==> config.mk <==
export PLATFORM = sky130hd
export DESIGN_NAME = io_handshake_unit
export DESIGN_NICKNAME = d
export VERILOG_FILES = /design/src/rtl/io_pkg.sv /design/src/rtl/bin2bcd_seq.sv /design/src/rtl/io_handshake_unit.sv
export SDC_FILE = /design/constraint.sdc
export NUM_CORES = 1
export LEC_CHECK = 0
export ABC_AREA = 1
export CORE_MARGIN = 4
export CORE_UTILIZATION = 54
export DETAILED_ROUTE_END_ITERATION = 10
export HOLD_SLACK_MARGIN = 0.15
export PLACE_DENSITY = 0.86
export SYNTH_ARGS = -nofsm -noshare
export SYNTH_HDL_FRONTEND = slang
export SYNTH_HIERARCHICAL = 1
export SYNTH_SLANG_ARGS = --single-unit
==> constraint.sdc <==
create_clock -name clk -period 3.68 [get_ports clk]
set_clock_uncertainty 0.2 [all_clocks]
set_input_delay 1.104 -clock clk [delete_from_list [all_inputs] [get_ports clk]]
set_output_delay 1.104 -clock clk [all_outputs]
set_load 0.02 [all_outputs]
==> src/rtl/io_pkg.sv <==
// Shared definitions for the CPU I/O handshake stage: command codes, FSM states
// and the BCD digit adjust helper used by the sequential converter.
package io_pkg;
    localparam logic [1:0] IO_NONE = 2'b00;
    localparam logic [1:0] IO_IN   = 2'b01;
    localparam logic [1:0] IO_OUT  = 2'b10;
    localparam int         BCD_MAX = 999;

    typedef enum logic [2:0] {
        ST_IDLE,
        ST_IN_WAIT,
        ST_IN_DONE,
        ST_OUT_CONV,
        ST_OUT_DONE
    } state_e;

    function automatic logic [3:0] add3(input logic [3:0] d);
        return (d >= 4'd5) ? d + 4'd3 : d;
    endfunction
endpackage

==> src/rtl/bin2bcd_seq.sv <==
// Iterative shift-add-3 binary to BCD converter, one bit per cycle.
// done_o and the digit outputs reflect the result of the final iteration combinationally.
module bin2bcd_seq
    import io_pkg::*;
#(
    parameter int CONV_BITS = 10
) (
    input  logic                 clk,
    input  logic                 reset,
    input  logic                 start_i,
    input  logic [CONV_BITS-1:0] value_i,
    output logic                 done_o,
    output logic [3:0]           ones_o,
    output logic [3:0]           tens_o,
    output logic [3:0]           hund_o
);
    localparam int CNT_W = $clog2(CONV_BITS + 1);

    logic                 busy_q;
    logic [CNT_W-1:0]     cnt_q;
    logic [CONV_BITS-1:0] bin_q, bin_d;
    logic [11:0]          bcd_q, bcd_d, bcd_adj;
    logic                 last;

    always_comb begin
        bcd_adj = {add3(bcd_q[11:8]), add3(bcd_q[7:4]), add3(bcd_q[3:0])};
        bcd_d   = {bcd_adj[10:0], bin_q[CONV_BITS-1]};
        bin_d   = bin_q << 1;
        last    = busy_q && (cnt_q == CNT_W'(CONV_BITS - 1));
    end

    // Expose the post-iteration value so the caller can latch it on the last cycle.
    assign done_o = last;
    assign ones_o = bcd_d[3:0];
    assign tens_o = bcd_d[7:4];
    assign hund_o = bcd_d[11:8];

    always_ff @(posedge clk) begin
        if (reset) begin
            busy_q <= 1'b0;
            cnt_q  <= '0;
            bin_q  <= '0;
            bcd_q  <= '0;
        end else if (start_i) begin
            busy_q <= 1'b1;
            cnt_q  <= '0;
            bin_q  <= value_i;
            bcd_q  <= '0;
        end else if (busy_q) begin
            bcd_q <= bcd_d;
            bin_q <= bin_d;
            cnt_q <= cnt_q + 1'b1;
            if (last) busy_q <= 1'b0;
        end
    end
endmodule

==> src/rtl/io_handshake_unit.sv <==
// CPU I/O stage: IN waits for a button press and returns the switches, OUT converts
// a word to three held BCD digits. parada stalls the PC while a command runs.
module io_handshake_unit
    import io_pkg::*;
#(
    parameter int DATA_W    = 32,
    parameter int IN_W      = 4,
    parameter int CONV_BITS = 10
) (
    input  logic              clk,
    input  logic              reset,
    input  logic [1:0]        io_ctrl,
    input  logic [DATA_W-1:0] dado_out,
    input  logic              botao_in,
    input  logic [IN_W-1:0]   entrada_dados,
    output logic [DATA_W-1:0] dado_lido,
    output logic              dado_valido,
    output logic              parada,
    output logic [3:0]        unidade,
    output logic [3:0]        dezena,
    output logic [3:0]        centena,
    output logic              overflow
);
    state_e            state_q, state_d;
    logic              btn_q, rise;
    logic [DATA_W-1:0] op_q, op_d;
    logic [DATA_W-1:0] lido_q, lido_d;
    logic [3:0]        uni_q, uni_d, dez_q, dez_d, cen_q, cen_d;
    logic              ovf_q, ovf_d;
    logic              conv_start, conv_done;
    logic [3:0]        conv_uni, conv_dez, conv_cen;

    bin2bcd_seq #(.CONV_BITS(CONV_BITS)) u_conv (
        .clk     (clk),
        .reset   (reset),
        .start_i (conv_start),
        .value_i (dado_out[CONV_BITS-1:0]),
        .done_o  (conv_done),
        .ones_o  (conv_uni),
        .tens_o  (conv_dez),
        .hund_o  (conv_cen)
    );

    assign rise = botao_in & ~btn_q;

    always_comb begin
        state_d    = state_q;
        op_d       = op_q;
        lido_d     = lido_q;
        uni_d      = uni_q;
        dez_d      = dez_q;
        cen_d      = cen_q;
        ovf_d      = ovf_q;
        parada     = 1'b0;
        conv_start = 1'b0;
        case (state_q)
            ST_IDLE: begin
                if (io_ctrl == IO_IN) begin
                    parada  = 1'b1;
                    state_d = ST_IN_WAIT;
                end else if (io_ctrl == IO_OUT) begin
                    parada     = 1'b1;
                    conv_start = 1'b1;
                    op_d       = dado_out;
                    state_d    = ST_OUT_CONV;
                end
            end
            ST_IN_WAIT: begin
                parada = 1'b1;
                if (rise) begin
                    lido_d  = {{(DATA_W-IN_W){1'b0}}, entrada_dados};
                    state_d = ST_IN_DONE;
                end
            end
            ST_OUT_CONV: begin
                parada = 1'b1;
                // Digits load on the last iteration so they are visible during OUT_DONE.
                if (conv_done) begin
                    if (op_q > DATA_W'(BCD_MAX)) begin
                        {cen_d, dez_d, uni_d} = {4'd9, 4'd9, 4'd9};
                        ovf_d = 1'b1;
                    end else begin
                        {cen_d, dez_d, uni_d} = {conv_cen, conv_dez, conv_uni};
                        ovf_d = 1'b0;
                    end
                    state_d = ST_OUT_DONE;
                end
            end
            default: state_d = ST_IDLE;
        endcase
    end

    always_ff @(posedge clk) begin
        if (reset) begin
            state_q <= ST_IDLE;
            btn_q   <= 1'b0;
            op_q    <= '0;
            lido_q  <= '0;
            uni_q   <= '0;
            dez_q   <= '0;
            cen_q   <= '0;
            ovf_q   <= 1'b0;
        end else begin
            state_q <= state_d;
            btn_q   <= botao_in;
            op_q    <= op_d;
            lido_q  <= lido_d;
            uni_q   <= uni_d;
            dez_q   <= dez_d;
            cen_q   <= cen_d;
            ovf_q   <= ovf_d;
        end
    end

    assign dado_lido   = lido_q;
    assign dado_valido = (state_q == ST_IN_DONE);
    assign unidade     = uni_q;
    assign dezena      = dez_q;
    assign centena     = cen_q;
    assign overflow    = ovf_q;
endmodule

; ---- Word level (Yosys, flattened, before mapping)
; Cells that the tools add are included.
[totals]
regBits = 80
latch_bits = 0
ramBits = 0
romBits = 0
input_bits = 41
output_inout_bits = 47
word_cells = 63
n_memories = 0
[op_classes]
add_sub_neg = 4
n_mul = 0
div = 0
magnitude_cmp = 4
eq_ne = 9
shift = 0
mux = 22
bitwise = 3
n_reduce_logical = 9
[ops]
columns = operator, count
row1 = "> comparator 32 x 10 -> 1 bit, second input constant", 1
row2 = 2-to-1 mux 10 bit, 2
row3 = 2-to-1 mux 4 bit, 5
row4 = 2-to-1 mux 3 bit, 5
row5 = "greater-or-equal comparator 4 x 3 -> 1 bit, second input constant", 3
row6 = case mux 3 bit (3 select lines), 1
row7 = "adder 4 x 2 -> 4 bit, second input constant", 2
row8 = 2-to-1 mux 1 bit, 8
row9 = "equality test 3 x 2 -> 1 bit, second input constant", 2
row10 = AND reduction 3 bit, 2
row11 = "adder 4 x 1 -> 4 bit, second input constant", 1
row12 = "equality test 4 bit, second input constant", 1
row13 = "!= test 2 bit, second input constant", 2
row14 = AND reduction 2 bit, 2
row15 = OR reduction 2 bit, 2
row16 = "adder 3 x 2 -> 3 bit, second input constant", 1
row17 = "equality test 3 x 1 -> 1 bit, second input constant", 1
row18 = zero test 3 bit, 1
row19 = "!= test 3 bit, second input constant", 1
row20 = "equality test 2 x 1 -> 1 bit, second input constant", 1
row21 = "equality test 2 bit, second input constant", 1
row22 = NOT 1 bit, 2
row23 = case mux 1 bit (2 select lines), 1
row24 = nonzero test 2 bit, 1
row25 = other kinds (2), 2

; ---- Depth between registers and ports, before layout
[depth]
word_depth = 5
mapped_depth = 11
ltp_nobuf = 11

; ---- Modules after synthesis
; The synthesis kept the hierarchy.
[modules_own_cells]
columns = mod, instances, cells_per_inst, area_per_inst_um2, seq_area_each_um2
row1 = io_handshake_unit, 1, 311, 2260.9, 1001.0
row2 = bin2bcd_seq, 1, 210, 1492.7, 540.5

; ---- Least setup slack after synthesis
; OpenSTA, ideal clock, no wires.
[synth_timing]
kind = in2out
from = input port io_ctrl[0]
to = output port parada
arrival_time_ps = 1916
path_slack_ps = 460
path_stages = 3
n_path_buf = 0
path_cell_list = inv_1 -> ha_1 -> o21ai_0
[synth_via]
elab_chain_len = 4
[synth_rtl]
columns = item, line
row1 = "start, declared", io_handshake_unit.sv:12  ; input logic [1:0] io_ctrl,
row2 = equality test 2 bit, io_handshake_unit.sv:61  ; end else if (io_ctrl == IO_OUT) begin
row3 = 2-to-1 mux 1 bit, io_handshake_unit.sv:61
row4 = 2-to-1 mux 1 bit *, io_handshake_unit.sv:58  ; if (io_ctrl == IO_IN) begin
row5 = case mux 1 bit (2 select lines) *, io_handshake_unit.sv:56  ; case (state_q)
row6 = "end, declared", io_handshake_unit.sv:18  ; output logic parada,
; Mark *: on every way between the ends. The rest lies on a longest branch, timed or not.

; ---- Worst setup path after layout
; Same ends and word-level chain as after synthesis.

==> impl_metrics.yaml <==
placement:
  post-dp-hpwl_mm: 5.67
  numPortBuffers: 59
  gp_congestion: 0.819
clock_tree:
  path_clk_slew_ns: 0.08
  clk_path_buf_depth: 2
  htree_num_levels: 3
  clock_latency_ns: 0.35
  tritoncts: "built"
  cts_buffers: 9
  cts-root-buf: "clkbuf_8"
  cts_sinks: 77
floorplan:
  initial_core_util: 0.556
  die_h_um: 91.4
  fp.dieW_um: 91.4
  row_count: 30
  core_area_um2: 6760
  die_area_um2: 8350
  ioPinCount: 88
sta:
  grt_setup_unrepaired: "no"
  setup_viol: 0
  maxSlewViolCount: 0
  fin_crit_ns: 3.56
  setup_tns_ns: 0
  slew_headroom: 0.479
  whs_ns: 0.256
  hold_violations: 0
  worst_pin_slew_ns: 0.781
  min_period_over_period: 0.968
  fmax_ghz: 0.281
power:
  p_sw_uw: 661
  power.density_nw_per_um2: 464
  p_seq_frac: 0.463
  internal-power_uw: 1400
  clock_power_share: 0.310
  power_leakage_uw: 0.00192
  switching_share: 0.321
  combPwrFrac: 0.228
  power_uw: 2060
  irDropWorstVdd_v: 0.000250
critical_path:
  cp-start-kind: "input port"
  worstSetupPathType: "input port to primary output"
  rr_worst_depth: 8
  critPathMaxFanout: 2
  timing.rr.start: "u_conv/busy_q$_SDFF_PP0_"
  cp_data_required_time_ns: 2.38
  r2r_slack_ns: 1.21
  crit_path_end_kind: "primary output"
  arrival_ns: 2.26
  r2r-end: "centena[3]$_SDFFE_PP0P_"
logic_synthesis:
  netlist_instances: 521
  ys_seq_area_frac: 0.411
  synthTopCellsByArea: "dfxtp_1, nand2_1, a21oi_1"
  synth-seq-cells: 77
  synth_cell_types: 29
  synth.avg_cell_area_um2: 7.20
  yosys.area.top_type_share: 0.411
  yosysWarnings: 6
  synth_area_um2: 3750
  yosys.area.top_type: "dfxtp_1"
finish:
  antenna_cells: 0
  fin_util: 0.657
  seq_area_um2: 1540
  drive_gt1_frac: 0.0813
  nFillCells: 563
  final_nets: 624
  multi_input_area_um2: 1690
  area_growth_pct: 18.3
worst_hold_path:
  worstHoldPathCells: 2
  min_path_type: "register to register"
  hp-start: "op_q[29]$_SDFFE_PP0P_"
  hold_end: "op_q[29]$_SDFFE_PP0P_"
detailed_routing:
  ant_nets: 0
  wirelength_mm: 7.93
  drtIter0Drc: 186
  routed_via_density: 4.98
  vias: 3276
  wl_per_cell_um: 12.1
  remaining_drc_errors: 0
  firstDrtPassIters: 4
grt:
  grt_max_degree: 49
  grt.total_usage: 0.194
  grt_overflow_total: 0
  grt_pass1_wl_mm: 13.4
  grt_pass1_vias: 3084
  grt_antenna_before_repair: 0
status:
  run_status: "complete, no violations"
job:
  maxCapViolCount: 0
==> cell usage after synthesis <==
cell type / n
nor3_1: 8
buf_6: 2
a21oi_1: 60
nor2_4: 2
a211oi_1: 1
buf_4: 33
nor2_2: 5
nand3_1: 24
nor3_2: 8
nand2_2: 2
inv_1: 73
nor3b_1: 1
inv_2: 6
nand2_1: 85
nand3_2: 1
o21ai_2: 1
o21ai_1: 14
o211ai_1: 1
ha_1: 10
nor2b_1: 1
clkbuf_1: 8
buf_2: 5
nand4_1: 6
buf_1: 1
nor2_1: 45
o21ai_0: 39
dfxtp_1: 77
a211oi_2: 1
conb_1: 1
==> metal layers <==
layer  vias up  part of all wire  GRT usage
li1       1707                 -          -
met1      1454              0.44      0.238
met2       103              0.48      0.332
met3        12             0.064     0.0439
met4         0             0.015     0.0691
met5         -                 0          0
==> registers in the layout (all words and copies together), names as in the netlist, 3 cells and up <==
register	count
dezena	4
u_conv/cnt_q	4
op_q	29
centena	4
u_conv/bcd_q	12
state_q	3
u_conv/bin_q	10
dado_lido	4
unidade	4
==> kinds of logic (layout without fill, tap and decap cells) <==
| family | count (synthesis) | after routing | synth area share |
|---|---|---|---|
| AND/OR/NAND/NOR | 188 | 188 | 0.228 |
| buffers and inverters | 128 | 158 | 0.167 |
| AO/OA/AOI/OAI | 117 | 117 | 0.160 |
| flip-flops | 77 | 77 | 0.411 |
| adder cells (fa/ha/maj) | 10 | 10 | 0.0333 |
| other | 1 | 28 | 0.000999 |
==> area by class of cell <==
cell class | instances | area share
Multi-Input combinational cell | 343 | 0.380
Clock inverter | 7 | 0.0169
Sequential cell | 77 | 0.347
Tap cell | 80 | 0.0225
Inverter | 79 | 0.0668
Timing Repair Buffer | 63 | 0.139
Clock buffer | 9 | 0.0279
==> power by group through the flow <==
| stage | clock, uW | combinational (uW) | sequential, uW |
|---|---|---|---|
| global route | 689 | 529 | 963 |
| finish | 638 | 469 | 953 |
| floorplan | 0 | 366 | 969 |
| CTS | 649 | 467 | 953 |
| detailed placement | 0 | 466 | 972 |
| global placement | 0 | 450 | 968 |
==> worst max-delay path, cell delays in order <==
cell,delay [ns]
clkdlybuf4s50_1,0.49
inv_1,0.05
ha_1,0.30
o21ai_1,0.14
buf_2,0.18
==> cell usage in the layout (no fill, tap or decap), drive strengths merged <==
| cell type | n |
|---|---|
| a211oi | 2 |
| a21oi | 60 |
| buf | 5 |
| bufinv | 1 |
| clkbuf | 9 |
| clkdlybuf4s50 | 58 |
| clkinv | 2 |
| clkinvlp | 3 |
| conb | 28 |
| dfxtp | 77 |
| ha | 10 |
| inv | 80 |
| nand2 | 87 |
| nand3 | 25 |
| nand4 | 6 |
| nor2 | 52 |
| nor2b | 1 |
| nor3 | 16 |
| nor3b | 1 |
| o211ai | 1 |
| o21ai | 54 |
==> worst max path at each step <==
| stage | start | end |
|---|---|---|
| floorplan | io_ctrl[0] | parada |
| finish | io_ctrl[0] | parada |
| detailed placement | io_ctrl[0] | parada |
| global route | io_ctrl[0] | parada |
| global placement | io_ctrl[0] | parada |
| CTS | io_ctrl[0] | parada |
==> per-stage QoR <==
step | area (um^2) | cells | setup WS (ns)
6_report | 4440 | 658 | 0.118
5_1_grt | 4440 | 658 | 0.0330
4_1_cts | 4440 | 658 | 0.0697
3_5_place_dp | 4250 | 642 | -0.384
3_3_place_gp | 4250 | 642 | -0.321
2_1_floorplan | 3850 | 548 | 0.460
==> repair_timing <==
action                     4_1_cts  5_1_grt
setup endpoints to repair        1        1
gates resized for setup          5        1
hold buffers                     0        0
buffers inserted                 0        0
cloned                           0        0
No activity file was read; power rests on OpenSTA's default activity.
